`src/rtl/alu_pkg.sv`:
```
// Shared ALU definitions: widths, opcode encodings and the packed command payload.
package alu_pkg;

  localparam int unsigned WIDTH_DEF = 64;
  localparam int unsigned OP_W      = 3;

  localparam logic [OP_W-1:0] OP_ADD    = 3'b000;
  localparam logic [OP_W-1:0] OP_SUB_AB = 3'b001;
  localparam logic [OP_W-1:0] OP_SUB_BA = 3'b010;
  localparam logic [OP_W-1:0] OP_OR     = 3'b011;
  localparam logic [OP_W-1:0] OP_AND    = 3'b100;
  localparam logic [OP_W-1:0] OP_XOR    = 3'b101;
  localparam logic [OP_W-1:0] OP_XNOR   = 3'b110;
  localparam logic [OP_W-1:0] OP_NOP    = 3'b111;

  typedef struct packed {
    logic [OP_W-1:0]      oper;
    logic [WIDTH_DEF-1:0] a;
    logic [WIDTH_DEF-1:0] b;
  } alu_cmd_t;

endpackage

```
`src/rtl/alu_cmd_fifo.sv`:
```
// Generic DEPTH-entry synchronous FIFO (power-of-two DEPTH) with combinational head.
// Push on full and pop on empty are ignored.
module alu_cmd_fifo #(
  parameter int unsigned DATA_W = 8,
  parameter int unsigned DEPTH  = 4
) (
  input  logic              clk,
  input  logic              rst,
  input  logic              push,
  input  logic              pop,
  input  logic [DATA_W-1:0] wdata,
  output logic [DATA_W-1:0] head_c,
  output logic              full_c,
  output logic              empty_c
);

  localparam int unsigned PTR_W = (DEPTH > 1) ? $clog2(DEPTH) : 1;
  localparam int unsigned CNT_W = $clog2(DEPTH + 1);

  logic [DATA_W-1:0] mem [DEPTH];
  logic [PTR_W-1:0]  wr_ptr;
  logic [PTR_W-1:0]  rd_ptr;
  logic [CNT_W-1:0]  count;
  logic              do_push;
  logic              do_pop;

  assign do_push = push && !full_c;
  assign do_pop  = pop && !empty_c;

  // Storage is deliberately left unreset.
  always_ff @(posedge clk) begin
    if (do_push) mem[wr_ptr] <= wdata;
  end

  always_ff @(posedge clk) begin
    if (rst) begin
      wr_ptr <= '0;
      rd_ptr <= '0;
      count  <= '0;
    end else begin
      if (do_push) wr_ptr <= wr_ptr + PTR_W'(1);
      if (do_pop)  rd_ptr <= rd_ptr + PTR_W'(1);
      if (do_push && !do_pop)      count <= count + CNT_W'(1);
      else if (!do_push && do_pop) count <= count - CNT_W'(1);
    end
  end

  assign head_c  = mem[rd_ptr];
  assign full_c  = (count == CNT_W'(DEPTH));
  assign empty_c = (count == '0);

endmodule

```
`src/rtl/alu_issue_stage.sv`:
```
// Issue stage: buffers ALU commands, drives the FIFO head into the ALU and registers tagged results.
// Optional: ALU_ILLEGAL_OP_TRAP_EN drops opcode 3'b111 at the input and raises sticky illegal_op.
module alu_issue_stage
  import alu_pkg::*;
#(
  parameter int unsigned WIDTH = WIDTH_DEF,
  parameter int unsigned DEPTH = 4,
  parameter int unsigned SEQ_W = 8
) (
  input  logic             clk,
  input  logic             rst,
  input  logic             in_valid,
  output logic             in_ready,
  input  logic [OP_W-1:0]  in_oper,
  input  logic [WIDTH-1:0] in_a,
  input  logic [WIDTH-1:0] in_b,
  output logic [WIDTH-1:0] alu_a,
  output logic [WIDTH-1:0] alu_b,
  output logic [OP_W-1:0]  alu_oper,
  input  logic [WIDTH-1:0] alu_sum,
  output logic             res_valid,
  input  logic             res_ready,
  output logic [WIDTH-1:0] res_data,
  output logic [SEQ_W-1:0] res_seq,
  output logic             illegal_op
);

  // Same layout as alu_cmd_t, but sized by this instance's WIDTH.
  typedef struct packed {
    logic [OP_W-1:0]  oper;
    logic [WIDTH-1:0] a;
    logic [WIDTH-1:0] b;
  } cmd_t;

  cmd_t wr_cmd;
  cmd_t head;
  logic full;
  logic empty;
  logic push;
  logic wr_en;
  logic pop;
  logic seq_started;

  assign in_ready = !full;
  assign push     = in_valid && in_ready;
  assign pop      = !empty && (!res_valid || res_ready);
  assign wr_cmd   = '{oper: in_oper, a: in_a, b: in_b};

`ifdef ALU_ILLEGAL_OP_TRAP_EN
  assign wr_en = push && (in_oper != OP_NOP);

  always_ff @(posedge clk) begin
    if (rst)                              illegal_op <= 1'b0;
    else if (push && (in_oper == OP_NOP)) illegal_op <= 1'b1;
  end
`else
  assign wr_en      = push;
  assign illegal_op = 1'b0;
`endif

  alu_cmd_fifo #(
    .DATA_W ($bits(cmd_t)),
    .DEPTH  (DEPTH)
  ) u_fifo (
    .clk     (clk),
    .rst     (rst),
    .push    (wr_en),
    .pop     (pop),
    .wdata   (wr_cmd),
    .head_c  (head),
    .full_c  (full),
    .empty_c (empty)
  );

  // An empty queue presents NOP with zero operands so the ALU output is 0.
  always_comb begin
    alu_a    = '0;
    alu_b    = '0;
    alu_oper = OP_NOP;
    if (!empty) begin
      alu_a    = head.a;
      alu_b    = head.b;
      alu_oper = head.oper;
    end
  end

  // Result slot; the tag stays at 0 for the first result after reset.
  always_ff @(posedge clk) begin
    if (rst) begin
      res_valid   <= 1'b0;
      res_data    <= '0;
      res_seq     <= '0;
      seq_started <= 1'b0;
    end else if (pop) begin
      res_valid   <= 1'b1;
      res_data    <= alu_sum;
      seq_started <= 1'b1;
      if (seq_started) res_seq <= res_seq + SEQ_W'(1);
    end else if (res_ready) begin
      res_valid <= 1'b0;
    end
  end

endmodule

```
`config.mk`:
```
export PLATFORM = sky130hd
export DESIGN_NAME = alu_issue_stage
export DESIGN_NICKNAME = d
export VERILOG_FILES = /design/src/rtl/alu_pkg.sv /design/src/rtl/alu_cmd_fifo.sv /design/src/rtl/alu_issue_stage.sv
export SDC_FILE = /design/constraint.sdc
export NUM_CORES = 1
export LEC_CHECK = 0
export BUFFER_PORTS_ARGS = -buffer_cell sky130_fd_sc_hd__buf_2
export CAP_MARGIN = 10
export CORE_MARGIN = 2
export CORE_UTILIZATION = 40
export CTS_CLUSTER_DIAMETER = 200
export DETAILED_ROUTE_END_ITERATION = 12
export PLACE_DENSITY_LB_ADDON = 0.1
export SKIP_CTS_REPAIR_TIMING = 1
export SLEW_MARGIN = 20
export SYNTH_ARGS = -nofsm -noshare
export SYNTH_HDL_FRONTEND = slang
export SYNTH_SLANG_ARGS = --single-unit
```
`constraint.sdc`:
```
create_clock -name clk -period 9.4 [get_ports clk]
set_input_delay 0.94 -clock clk [delete_from_list [all_inputs] [get_ports clk]]
set_output_delay 0.94 -clock clk [all_outputs]
set_load 0.02 [all_outputs]
```
==> results.py, run 1 <==
metrics = {
    "status": {
        "status": "finished, final reports clean",
    },
    "final_layout": {
        "drive_gt1_share_pct": 39.0,
        "n_fill_cell": 4844,
        "ff_latch_area_sq_um": 17400,
        "fin_nets": 1826,
        "stdcell_count": 2428,
        "multi_input_area_sq_um": 5100,
        "areaGrowthSynthToFinish_pct": 20.2,
    },
    "die": {
        "die_area_sq_um": 59200,
        "coreArea_sq_um": 56500,
        "row_count": 87,
        "io_pins": 405,
        "start_util_pct": 40.6,
        "die_width_microns": 243,
        "fp.dieH_microns": 243,
    },
    "placement": {
        "dp.final_hpwl_microns": 31000,
        "port_buffers": 403,
        "dp.cells": 2312,
        "place_ws_ns": 5.43,
        "gp_congestion": 0.778,
    },
    "clock_tree": {
        "clk_path_buf_depth": 3,
        "worstSkewPairLatency_ns": 0.62,
        "numCtsBuffers": 61,
        "cts_tree": "done",
        "clockRootBuffer": "clkbuf_16",
        "clkTransAtPathRegs_ns": 0.06,
        "cts.sinks": 607,
        "htree_levels": 2,
    },
    "global_route": {
        "grt_util_met3_pct": 5.50,
        "grt_pass1_wl_microns": 78100,
        "grt_pass1_vias": 12700,
        "use_met1_pct": 21.5,
        "grt_max_degree": 83,
        "gr-total-overflow": 0,
        "grtUsageTotal_pct": 17.4,
        "grt_util_met2_pct": 29.6,
        "grt_antenna_before_repair": 11,
        "top_usage_layer": "met2",
    },
    "timing": {
        "relSlewSlack_pct": 35.0,
        "hold_viol": 0,
        "slew_violations": 0,
        "rsz0062_at_grt": "no",
        "worst_pin_slew_ns": 0.976,
        "period_needed_ns": 4.42,
        "fin_skew_ns": 0.0158,
        "clock.fmax_mhz": 226,
        "timing.final.ws_setup_ns": 4.98,
        "setup_violations": 0,
        "period_share_pct": 47.0,
        "tns_ns": 0,
    },
    "logic_synthesis": {
        "synth_area_sq_um": 22900,
        "synth_area_leaders": "edfxtp_1 (69%), mux4_2 (13%), dfxtp_1 (7.2%), and2_1 (3.6%), nand2_1 (2.2%)",
        "synth_most_common_cell": "edfxtp_1",
        "syn_avg_cell_area_sq_um": 19.0,
        "yosysUniqueCellTypes": 37,
        "yosysSeqAreaShare_pct": 75.9,
        "synth.top_cell.area_share_pct": 68.6,
        "synthFlopType": "edfxtp_1",
        "syn_inst": 1206,
        "synth_largest_area_cell": "edfxtp_1",
        "yosys-top-cells-count": "edfxtp_1 (524), and2_1 (133), nand2_1 (132)",
        "syn-num-nets": 1412,
        "synth-async-reset-ratio_pct": 0,
        "synth-edff-count": 524,
        "yosysWarnings": 0,
        "ys_ff_latch": 607,
    },
    "routing": {
        "initialDrtViolationCount": 629,
        "vias_per_cell": 4.98,
        "num_vias": 12100,
        "first_pass_iters": 5,
        "wl_per_cell_microns": 21.3,
        "routed_wl_microns": 51600,
        "route.detailed.drc": 0,
        "detail-route-antenna-nets": 0,
    },
    "worst_setup_path": {
        "startpoint_type": "flop",
        "critPathMaxFanout": 45,
        "path_buf_inv": 2,
        "required_ns": 8.46,
        "cp_slowest_cell": "dfxtp_4",
        "max_stage_delay_ns": 0.92,
        "critical-path-top-delay-family": "buffers and inverters",
        "worst_setup_path_end_kind": "output port",
        "arrival_ns": 3.48,
        "cp_cell_sequence": "buf_4 > mux4_2 > and2_1 > buf_2",
        "r2r_slack_ns": 6.42,
        "crit_type": "flop to output port",
    },
    "pwr": {
        "power_density_nw_per_um2": 299,
        "p_leak_nw": 9.85,
        "ir_drop_mv": 0.193,
    },
    "job": {
        "drv_cap": 0,
    },
    "min_path": {
        "hp-class": "flop to flop",
    },
}
==> cell usage in the layout, fill, tap and decap left out, types with 2 or more instances in the layout <==
cell	n
xnor2_1	5
nand2_1	132
a21oi_1	68
clkbuf_8	4
clkinv_1	11
buf_4	16
diode_2	3
mux2i_1	3
nand3_1	3
nor2_1	16
clkbuf_1	14
dfxtp_4	2
bufinv_16	5
mux4_2	131
or3_1	3
and2_1	129
and2_4	4
or2_1	2
ha_1	6
xor2_1	5
edfxtp_1	524
clkinv_8	2
inv_1	3
clkbuf_16	61
o21ai_0	3
buf_2	403
dfxtp_1	81
clkinv_2	12
==> metrics by stage <==
stage / instance area (sq um) / hold slack, ns / util [%] / power, mW
floorplan: 22900 / 0.485 / - / 5.22
global placement: 25600 / 0.439 / 45.3 / 6.02
detailed placement: 25600 / 0.444 / 45.3 / 6.03
CTS: 27500 / 0.452 / 48.7 / 8.40
global route: 27600 / 0.465 / 48.8 / 8.68
finish: 27600 / 0.449 / 48.8 / 8.25
==> state kept, by name, indices dropped and copies added, names as in the netlist, named ones only <==
| name | flops |
|---|---|
| u_fifo.mem | 524 |
| u_fifo.wr_ptr | 2 |
| seq_started | 1 |
| res_valid | 1 |
| res_seq | 8 |
| res_data | 64 |
| u_fifo.rd_ptr | 2 |
| u_fifo.count | 3 |
==> logic make-up (layout without fill, tap and decap cells) <==
kind of cell / count (synthesis) / after routing / share of synthesized area [%]
flip-flops: 607 / 607 / 75.9
multiplexers: 134 / 134 / 13.0
adder cells (fa/ha/maj): 7 / 7 / 0.415
other: 1 / 4 / 0.0164
AND/OR/NAND/NOR: 302 / 302 / 6.73
buffers and inverters: 73 / 536 / 1.97
AO/OA/AOI/OAI: 72 / 72 / 1.60
XOR/XNOR: 10 / 10 / 0.382
==> per-layer routing <==
layer	share of wire, %	wire length [microns]
met5	0.17	86
met3	7.5	3860
met2	50	25700
met4	2.1	1100
met1	40	20800
==> final cells by class <==
class / instances / area share (%)
sequential: 607 / 63.1
multi-input combinational: 526 / 18.5
timing repair buffer: 420 / 7.82
clock buffer: 80 / 5.95
tap: 756 / 3.43
clock inverter: 32 / 1.09
inverter: 4 / 0.0545
antenna: 3 / 0.0272
==> worst min-delay path: stages (launching register included) <==
cell     delay [ns]
dfxtp_1        0.30
nand2_1        0.05
a21oi_1        0.05
==> worst paths after layout <==
check                       start  cells after the start         endpoint
setup reg to reg  u_fifo.count[2]                     10  u_fifo.count[2]
hold / removal       res_data[58]                      2     res_data[58]
hold reg to reg      res_data[58]                      2     res_data[58]
setup / recovery             flop                      4        alu_b[29]
==> where the power goes <==
group	leakage, nW	internal, mW	total (mW)	switching, mW
clock network	0.954	1.36	2.35	0.989
logic	3.41	0.957	2.48	1.52
registers	5.49	3.27	3.42	0.157
total	9.85	5.58	8.25	2.67
(Power assumes the default switching activity.)
==> run 2: changes to the inputs <==
--- a/config.mk
+++ b/config.mk
@@ -5,6 +5,7 @@
 export SDC_FILE = /design/constraint.sdc
 export NUM_CORES = 1
 export LEC_CHECK = 0
+export ABC_AREA = 1
 export BUFFER_PORTS_ARGS = -buffer_cell sky130_fd_sc_hd__buf_2
 export CAP_MARGIN = 10
 export CORE_MARGIN = 2
==> constraint.sdc (replaced) <==
create_clock -name clk -period 4.05 [get_ports clk]
set_input_delay 0.405 -clock clk [delete_from_list [all_inputs] [get_ports clk]]
set_output_delay 0.405 -clock clk [all_outputs]
set_load 0.02 [all_outputs]
==> run 2 against run 1 <==
Effect of this change: global-route usage grew 2.1 points; wire length is 15% higher; non-clock buffer count up 15; register-to-register slack got worse by 4.7 ns; flip-flop and latch count unchanged; hold slack got worse by 0.42 ns; critical endpoint is now alu_b[24]; largest cell class unchanged; largest power group is now combinational logic; highest routed layer unchanged.
==> results.py, run 2 <==
metrics = {
    "global_route": {
        "gr-total-overflow": 0,
        "grt_pass1_wl_microns": 89700,
        "grt_pass1_vias": 15000,
        "grtUsageTotal_pct": 19.5,
        "grt_antenna_before_repair": 18,
        "grt_max_degree": 205,
    },
    "clock_tree": {
        "cts.sinks": 607,
        "worstSkewPairLatency_ns": 0.58,
        "numCtsBuffers": 67,
        "clockRootBuffer": "clkbuf_16",
        "htree_levels": 3,
        "clkTransAtPathRegs_ns": 0.06,
        "clk_path_buf_depth": 3,
        "cts_tree": "done",
    },
    "final_layout": {
        "multi_input_area_sq_um": 5200,
        "n_fill_cell": 5197,
        "largest_reg_flops": 524,
        "postLayoutCoreUtil_pct": 48.9,
        "ff_latch_area_sq_um": 17400,
        "mostFrequentLayoutCell": "nor2_1",
        "top_regs": "u_fifo.mem: 524 flops, res_data: 64 flops, res_seq: 8 flops",
        "largest_register": "u_fifo.mem",
        "drive_gt1_share_pct": 22.2,
        "areaGrowthSynthToFinish_pct": 21.0,
        "fin_nets": 2535,
        "mostFrequentLayoutCells": "nor2_1 (663), edfxtp_1 (524), buf_2 (403), o21ai_1 (176), o21ai_0 (153)",
        "stdcell_count": 3147,
    },
    "routing": {
        "detail-route-antenna-nets": 0,
        "route.detailed.drc": 0,
        "initialDrtViolationCount": 753,
        "vias_per_cell": 4.95,
        "num_vias": 15600,
        "first_pass_iters": 7,
        "wl_per_cell_microns": 18.9,
        "routed_wl_microns": 59500,
    },
    "pwr": {
        "ir_drop_mv": 0.532,
        "finalPower_mw": 22.0,
        "p_leak_nw": 10.6,
        "power_density_nw_per_um2": 782,
    },
    "timing": {
        "hold_viol": 0,
        "fin_skew_ns": 0.0170,
        "period_share_pct": 79.0,
        "slew_violations": 0,
        "period_needed_ns": 3.20,
        "timing.final.ws_setup_ns": 0.852,
        "setup_violations": 0,
        "relSlewSlack_pct": 26.6,
        "clock.fmax_mhz": 313,
        "rsz0062_at_grt": "no",
        "worst_pin_slew_ns": 1.10,
    },
    "logic_synthesis": {
        "syn_avg_cell_area_sq_um": 12.0,
        "synth_area_sq_um": 23300,
        "yosys-mux-area-fraction_pct": 0,
        "synthXorXnorAreaFrac_pct": 0.113,
        "ys_ff_latch": 607,
        "synth_compound_area_share_pct": 10.1,
        "yosys.area_share.simple_pct": 11.5,
        "synth_largest_area_cell": "edfxtp_1",
        "yosys-top-cells-count": "nor2_1 (667), edfxtp_1 (524), o21ai_1 (176)",
        "yosysSeqAreaShare_pct": 74.7,
        "synth_top_family_by_area": "simple AND/OR/NAND/NOR gates",
        "syn_inst": 1948,
        "synth_fa_ha_area_share_pct": 0.408,
        "synth-async-reset-ratio_pct": 0,
        "synth_area_leaders": "edfxtp_1 (68%), nor2_1 (11%), dfxtp_1 (7.1%), o21ai_1 (3.8%), o21ai_0 (3.3%)",
        "synth-edff-count": 524,
        "synthFlopType": "edfxtp_1",
        "yosysUniqueCellTypes": 20,
        "syn-num-nets": 2154,
        "yosysWarnings": 0,
        "synth_most_common_cell": "nor2_1",
        "synth.top_cell.area_share_pct": 67.6,
    },
    "worst_setup_path": {
        "arrival_ns": 2.79,
        "required_ns": 3.64,
        "cp_slowest_cell": "buf_4",
        "worst_setup_path_end_kind": "output port",
        "cp_cell_sequence": "nor2_1 > nand2_2 > inv_4 > buf_4 > a21oi_1 > buf_2",
        "max_stage_delay_ns": 0.65,
        "crit_type": "flop to output port",
        "startpoint_type": "flop",
        "critPathMaxFanout": 51,
    },
    "placement": {
        "dp.cells": 3014,
        "gp_congestion": 0.767,
        "dp.final_hpwl_microns": 32900,
        "port_buffers": 403,
        "place_ws_ns": 1.43,
    },
    "die": {
        "io_pins": 405,
        "fp.dieH_microns": 245,
        "row_count": 88,
        "die_area_sq_um": 60100,
        "start_util_pct": 40.4,
        "coreArea_sq_um": 57600,
        "die_width_microns": 245,
    },
    "status": {
        "status": "finished, final reports clean",
    },
    "min_path": {
        "hp-class": "input pin to flop",
    },
    "job": {
        "drv_cap": 0,
    },
}
run 2: cell types whose count changed in the layout (fill, tap and decap cells not counted), moves of 11 or more:
cell           change
nor2_1           +647
and2_1           -129
a21oi_1           +74
o21ai_1          +176
mux4_2           -131
inv_1             +14
dlygate4sd3_1     +11
nand2_1           -92
o21ai_0          +150
run 2: area by class of cell:
| cell class | instances | share of cell area [%] |
|---|---|---|
| Multi-Input combinational cell | 1195 | 18.5 |
| Clock inverter | 25 | 0.706 |
| Timing Repair Buffer | 435 | 8.60 |
| Sequential cell | 607 | 61.8 |
| Antenna cell | 6 | 0.0533 |
| Tap cell | 765 | 3.40 |
| Clock buffer | 91 | 6.65 |
| Inverter | 23 | 0.346 |
run 2: where the power goes:
group          switching [mW]  leakage [nW]  total (mW)  internal (mW)
Sequential              0.264          5.49        7.94           7.68
Clock                    2.33          1.01        5.75           3.42
Combinational            5.98          4.07        8.34           2.36
Total                    8.58          10.6        22.0           13.5
run 2: cell families after synthesis:
kind of cell    Yosys count
other cells               1
fa+ha+maj                 7
buf+inv                 146
xor+xnor                  3
simple gates            713
compound gates          471
flops                   607
run 2: path summary, 6_finish.rpt:
| check | start | to | slack [ns] | cells past startpoint |
|---|---|---|---|---|
| worst max register to register | u_fifo.count[0] | u_fifo.mem[3][41] | 1.73 | 5 |
| worst max-delay path | u_fifo.count[0] | alu_b[24] | 0.85 | 6 |
| worst min-delay path | in_b[62] | u_fifo.mem[3][62] | 0.03 | 1 |
| worst min register to register | seq_started | seq_started | 0.48 | 2 |
run 2: per-stage QoR:
stage,cell area [sq um],hold WS [ns],TNS [ns]
global placement,26000,0.458,0
global route,28200,0.000282,0
CTS,28000,-0.0115,0
floorplan,23300,0.440,-371.01
finish,28200,0.0307,0
detailed placement,26000,0.467,0
run 2: routing by layer:
| layer | track usage [%] | vias to the layer above | part of all wire (%) |
|---|---|---|---|
| met1 | 24.5 | 7482 | 42 |
| met5 | 0 | - | 0.26 |
| met3 | 5.67 | 115 | 6.6 |
| met4 | 5.86 | 24 | 2.2 |
| li1 | - | 7576 | - |
| met2 | 32.7 | 378 | 49 |
run 2: worst max-delay path: cells and delay by family (launching register included):
kind,cells,cell delay (ns)
AO/OA/AOI/OAI,1,0.19
buffers and inverters,3,1.28
AND/OR/NAND/NOR,2,0.31
flip-flops,1,0.34
